===== src/rtl/arb_pkg.sv =====
`default_nettype none
// ============================================================================
//  Module      : arb_pkg
//  Description : Shared constants, source-index type and grant helpers used
//                by the round-robin arbiter and its request queue.
//  Revision    : 1.0 - initial release
// ============================================================================
package arb_pkg;

   localparam int N_REQ = 4;
   localparam int IDX_W = 2;

   typedef logic [IDX_W-1:0] req_idx_t;

   // True when exactly one bit of the vector is set.
   function automatic logic is_onehot(input logic [N_REQ-1:0] vec);
      return (vec != '0) && ((vec & (vec - 1'b1)) == '0);
   endfunction

   // OR-reduction encoder; only meaningful for a one-hot input.
   function automatic req_idx_t onehot_to_idx(input logic [N_REQ-1:0] vec);
      req_idx_t idx;
      idx = '0;
      for (int i = 0; i < N_REQ; i++) begin
         if (vec[i]) begin
            idx = idx | req_idx_t'(i);
         end
      end
      return idx;
   endfunction

endpackage
`default_nettype wire


===== src/rtl/req_fifo.sv =====
`default_nettype none
// ============================================================================
//  Module      : req_fifo
//  Description : Single-writer/single-reader synchronous FIFO holding queued
//                requests for one arbiter client.
//  Revision    : 1.0 - initial release
// ============================================================================
module req_fifo #(
   parameter int DATA_W = 8,
   parameter int DEPTH  = 4
) (
   input  logic              clk,
   input  logic              rst_n,
   input  logic              push,
   input  logic              pop,
   input  logic [DATA_W-1:0] wdata,
   output logic [DATA_W-1:0] rdata,
   output logic              full,
   output logic              empty
);

   localparam int c_ptr_w = $clog2(DEPTH);
   localparam int c_cnt_w = c_ptr_w + 1;
   localparam logic [c_cnt_w-1:0] c_full_cnt = c_cnt_w'(DEPTH);

   logic [DATA_W-1:0]  r_mem [DEPTH];
   logic [c_ptr_w-1:0] r_wptr;
   logic [c_ptr_w-1:0] r_rptr;
   logic [c_cnt_w-1:0] r_count;

   logic w_rd;
   logic w_wr;

   assign full  = (r_count == c_full_cnt);
   assign empty = (r_count == '0);
   assign rdata = r_mem[r_rptr];

   // A write while full still lands when the head leaves in the same cycle.
   assign w_rd = pop && !empty;
   assign w_wr = push && (!full || w_rd);

   always_ff @(posedge clk or negedge rst_n) begin
      if (!rst_n) begin
         r_wptr  <= '0;
         r_rptr  <= '0;
         r_count <= '0;
      end else begin
         if (w_wr) begin
            r_wptr <= r_wptr + 1'b1;
         end
         if (w_rd) begin
            r_rptr <= r_rptr + 1'b1;
         end
         case ({w_wr, w_rd})
            2'b10:   r_count <= r_count + 1'b1;
            2'b01:   r_count <= r_count - 1'b1;
            default: r_count <= r_count;
         endcase
      end
   end

   always_ff @(posedge clk) begin
      if (w_wr) begin
         r_mem[r_wptr] <= wdata;
      end
   end

endmodule
`default_nettype wire


===== src/rtl/arb_req_queue.sv =====
`default_nettype none
// ============================================================================
//  Module      : arb_req_queue
//  Description : Per-client request FIFOs feeding a 4-way arbiter; pops the
//                granted head onto a registered output and flags bad grants.
//  Revision    : 1.0 - initial release
// ============================================================================
module arb_req_queue
   import arb_pkg::*;
#(
   parameter int DATA_W = 8,
   parameter int DEPTH  = 4
) (
   input  logic                    clk,
   input  logic                    rst_n,
   input  logic [N_REQ-1:0]        in_valid,
   input  logic [N_REQ*DATA_W-1:0] in_data,
   output logic [N_REQ-1:0]        in_ready,
   output logic [N_REQ-1:0]        Req,
   input  logic [N_REQ-1:0]        Grant,
   output logic                    out_valid,
   output logic [DATA_W-1:0]       out_data,
   output req_idx_t                out_src,
   output logic                    grant_err
);

   logic [N_REQ-1:0]  w_full;
   logic [N_REQ-1:0]  w_empty;
   logic [N_REQ-1:0]  w_req;
   logic [N_REQ-1:0]  w_pop;
   logic [DATA_W-1:0] w_rdata [N_REQ];
   logic              w_legal;
   logic              w_illegal;
   req_idx_t          w_idx;

   logic              r_out_valid;
   logic [DATA_W-1:0] r_out_data;
   req_idx_t          r_out_src;
   logic              r_grant_err;

   for (genvar gi = 0; gi < N_REQ; gi++) begin : g_fifo
      req_fifo #(
         .DATA_W (DATA_W),
         .DEPTH  (DEPTH)
      ) u_fifo (
         .clk   (clk),
         .rst_n (rst_n),
         .push  (in_valid[gi]),
         .pop   (w_pop[gi]),
         .wdata (in_data[gi*DATA_W +: DATA_W]),
         .rdata (w_rdata[gi]),
         .full  (w_full[gi]),
         .empty (w_empty[gi])
      );
   end

   assign w_req    = ~w_empty;
   assign Req      = w_req;
   assign in_ready = ~w_full;

   // Legality uses registered Req only, so a same-cycle push never satisfies a grant.
   assign w_legal   = is_onehot(Grant) && ((Grant & w_req) == Grant);
   assign w_illegal = (Grant != '0) && !w_legal;
   assign w_idx     = onehot_to_idx(Grant);
   assign w_pop     = w_legal ? Grant : '0;

   always_ff @(posedge clk or negedge rst_n) begin
      if (!rst_n) begin
         r_out_valid <= 1'b0;
         r_out_data  <= '0;
         r_out_src   <= '0;
         r_grant_err <= 1'b0;
      end else begin
         r_out_valid <= w_legal;
         if (w_legal) begin
            r_out_data <= w_rdata[w_idx];
            r_out_src  <= w_idx;
         end
         if (w_illegal) begin
            r_grant_err <= 1'b1;
         end
      end
   end

   assign out_valid = r_out_valid;
   assign out_data  = r_out_data;
   assign out_src   = r_out_src;
   assign grant_err = r_grant_err;

endmodule
`default_nettype wire


===== config.mk =====
export PLATFORM = sky130hd
export DESIGN_NAME = arb_req_queue
export DESIGN_NICKNAME = d
export VERILOG_FILES = /design/src/rtl/arb_pkg.sv /design/src/rtl/req_fifo.sv /design/src/rtl/arb_req_queue.sv
export SDC_FILE = /design/constraint.sdc
export NUM_CORES = 1
export LEC_CHECK = 0
export CAP_MARGIN = 25
export CORE_ASPECT_RATIO = 0.6
export CORE_MARGIN = 3
export CORE_UTILIZATION = 45
export CTS_BUF_LIST = sky130_fd_sc_hd__clkbuf_4 sky130_fd_sc_hd__clkbuf_8 sky130_fd_sc_hd__clkbuf_16
export DETAILED_ROUTE_END_ITERATION = 10
export PLACE_DENSITY = 0.61
export SYNTH_ARGS = -nofsm -noshare
export SYNTH_HDL_FRONTEND = slang
export SYNTH_HIERARCHICAL = 1
export SYNTH_SLANG_ARGS = --single-unit

===== constraint.sdc =====
create_clock -name clk -period 7 [get_ports clk]
set_clock_uncertainty 0.1 [all_clocks]
set_input_delay 1.05 -clock clk [delete_from_list [all_inputs] [get_ports clk]]
set_output_delay 1.05 -clock clk [all_outputs]
set_load 0.02 [all_outputs]

==> impl_metrics.json <==
{
  "syn_nets": 509,
  "wl_mm": 14.6,
  "antenna_left": 0,
  "cp_max_fo": 16,
  "p_leak_nw": 3.23,
  "multi_input_area_um2": 2370,
  "pwr-share-seq_pct": 44.0,
  "min_period_over_period_pct": 62.8,
  "grt_pass1_wl_mm": 23.3,
  "dieArea_um2": 18200,
  "comb_power_share_pct": 31.0,
  "cp.arrival_ps": 4630,
  "yosysTopAreaCellShare_pct": 51.4,
  "pwr-share-clk_pct": 25.0,
  "vias_per_cell": 5.26,
  "critPathRequiredTime_ps": 7240,
  "worst_pin_slew_ps": 683,
  "grt_usage_pct": 17.2,
  "fin_cells": 744,
  "cts_setup_buffers": 0,
  "synth-seq-area-share_pct": 64.8,
  "top_usage_layer": "met1",
  "placed_cells": 711,
  "fmax_ghz": 0.228,
  "drive_gt1_share_pct": 20.1,
  "cts_tree": "built",
  "drv_slew": 0,
  "final-seq-area_um2": 4840,
  "clock_latency_ps": 420,
  "cts_resized": 0,
  "max-vdd-ir-drop_mv": 0.178,
  "reg2reg_depth": 11,
  "grt_pass1_vias": 4118,
  "setup_tns_ps": 0,
  "ioPinCount": 62,
  "first_pass_iters": 4,
  "crit_type": "input port to flop",
  "hold-worst-slack_ps": 370,
  "outcome": "finished clean",
  "relSlewSlack_pct": 54.5,
  "synth_edf_count": 128,
  "switchingPower_w": 0.00118,
  "grt_use_met2_pct": 23.8,
  "grt_antenna_before_repair": 0,
  "clock-sinks": 168,
  "drt_iter0_drc": 320,
  "area_growth_pct": 18.3,
  "die_width_um": 172,
  "fill_cells": 1254,
  "internal_power_w": 0.00243,
  "synth.area.top_cells": "edfxtp_1 51%, dfrtp_1 13%, mux4_2 9.6%, ha_1 2.8%, inv_1 1.9%",
  "cts_buffers": 17,
  "met3_usage_pct": 3.94,
  "antenna-diode-count": 0,
  "ys_async_sr_fraction_pct": 23.8,
  "grt.overflow.total": 0,
  "gr-usage-met1_pct": 27.3,
  "wire_per_inst_um": 19.6,
  "yosys_warnings": 6,
  "ys_ff_latch": 168,
  "clk_pin_slew_ps": 70,
  "numPortBuffers": 61,
  "root_buffer": "clkbuf_16",
  "synth_largest_area_cell": "edfxtp_1",
  "grt_max_degree": 41,
  "drc": 0,
  "cts_htree_levels": 4,
  "cts_hold_buf": 0,
  "initial_core_util_pct": 47.3,
  "core_area_um2": 15800,
  "die_h_um": 106,
  "syn_area_per_cell_um2": 16.8,
  "gp_congestion": 0.783,
  "hold_violations": 0,
  "power_density_nw_per_um2": 409,
  "rsz0062_at_grt": "false",
  "ys_types": 52,
  "netlist_area_um2": 7470,
  "worstSetupStartpointType": "input port",
  "switching_share_pct": 32.6,
  "ys.flop_type": "edfxtp_1",
  "vias": 3916,
  "netlist_instances": 446,
  "setup_viol": 0,
  "dp_hpwl_mm": 10.4,
  "finalNetCount": 572,
  "max_cap_viol_count": 0,
  "row_count": 35,
  "post-route-min-period_ps": 4390,
  "clock_path_buffers": 2,
  "crit_path_end_kind": "flop",
  "worstHoldPathType": "input port to async pin"
}
## cell families (layout without fill, tap and decap cells)
kind of cell	count (synthesis)	after routing	synth area share, %
and+or+nand+nor	77	77	6.19
muxes	54	54	13.0
adders and majority gates	21	21	3.92
buffers and inverters	56	132	3.47
AOI/OAI and AO/OA	48	48	5.98
xor gates and xnor gates	22	22	2.58
DFF	168	168	64.8
## power groups by stage
stage               Clock (W)  Sequential [W]  Combinational (W)
floorplan                   0         0.00149           0.000841
global placement            0         0.00161            0.00110
detailed placement          0         0.00162            0.00112
CTS                  0.000926         0.00160            0.00113
global route         0.000965         0.00163            0.00122
finish               0.000904         0.00159            0.00112
## critical path, cell delays in order
cell and delay [ps]:
clkdlybuf4s50_1 660, or2_2 520, a21oi_4 480, and2_1 420, o31a_1 300, or2b_1 260, fa_1 380, nand2b_1 160
o32ai_2 220, xor2_1 170
## layer usage
metal	up-vias	wire length [um]
met1	2001	7510
met4	0	98
met2	94	6260
met3	8	733
li1	1813	-
met5	-	0
## cells in the mapped netlist (4+ instances only)
cell type	count
and2_2	12
nor2b_1	4
dfrtp_1	40
buf_6	4
buf_1	4
xnor2_1	11
o21ai_0	5
o211ai_1	4
mux4_2	32
a22o_1	8
nand2_1	6
and2_1	8
ha_1	17
buf_2	9
nor2_1	19
mux2_2	6
edfxtp_1	128
nand3_1	6
mux2i_1	10
inv_1	37
a221o_1	10
fa_1	4
xor2_1	11
mux2_4	5
## area by class of cell
cell class                 instances  share of cell area, %
clock inverter                    14                   1.64
timing repair buffer              63                   7.16
sequential                       168                   54.8
inverter                          37                   1.57
tap                              222                   3.14
multi-input combinational        222                   26.8
clock buffer                      18                   4.90
## cell usage in the layout, fill, tap and decap left out, types with 8 or more instances in the layout
| cell | netlist | routed |
|---|---|---|
| xor2_1 | 11 | 11 |
| mux2i_1 | 10 | 10 |
| clkdlybuf4s50_1 | 0 | 60 |
| and2_2 | 12 | 12 |
| dfrtp_1 | 40 | 40 |
| mux4_2 | 32 | 32 |
| a221o_1 | 10 | 10 |
| clkbuf_16 | 0 | 17 |
| ha_1 | 17 | 17 |
| a22o_1 | 8 | 8 |
| edfxtp_1 | 128 | 128 |
| inv_1 | 37 | 37 |
| xnor2_1 | 11 | 11 |
| and2_1 | 8 | 8 |
| nor2_1 | 19 | 19 |
## per-stage QoR
stage                     power [W]  utilization, %  worst slack, ps  cell area [um2]
final                       0.00361            55.9             2610             8840
after global routing        0.00382            55.9             2380             8840
after CTS                   0.00365            55.8             2660             8820
after detailed placement    0.00274            52.1             2230             8240
after global placement      0.00271            52.1             2400             8240
after floorplan             0.00233               -             3300             7470
## sequential cells by signal, summed over array words and instances, names as in the netlist
signal / count
out_valid: 1
out_src: 2
out_data: 8
g_fifo.u_fifo/r_wptr: 8
g_fifo.u_fifo/r_mem: 128
grant_err: 1
g_fifo.u_fifo/r_count: 12
g_fifo.u_fifo/r_rptr: 8
## final timing paths
check / start / to / slack, ps
setup / recovery: Grant[3] / g_fifo[1].u_fifo/r_count[2] / 2610
hold / removal: rst_n / g_fifo[2].u_fifo/r_count[0] / 370
setup reg to reg: g_fifo[0].u_fifo/r_count[0] / g_fifo[1].u_fifo/r_count[2] / 3440
hold reg to reg: g_fifo[0].u_fifo/r_count[2] / g_fifo[0].u_fifo/r_count[2] / 430
min in group clk: g_fifo[0].u_fifo/r_count[2] / g_fifo[0].u_fifo/r_count[2] / 430
max in group asynchronous: rst_n / g_fifo[0].u_fifo/r_rptr[0] / 5960
(Power assumes the default switching activity.)
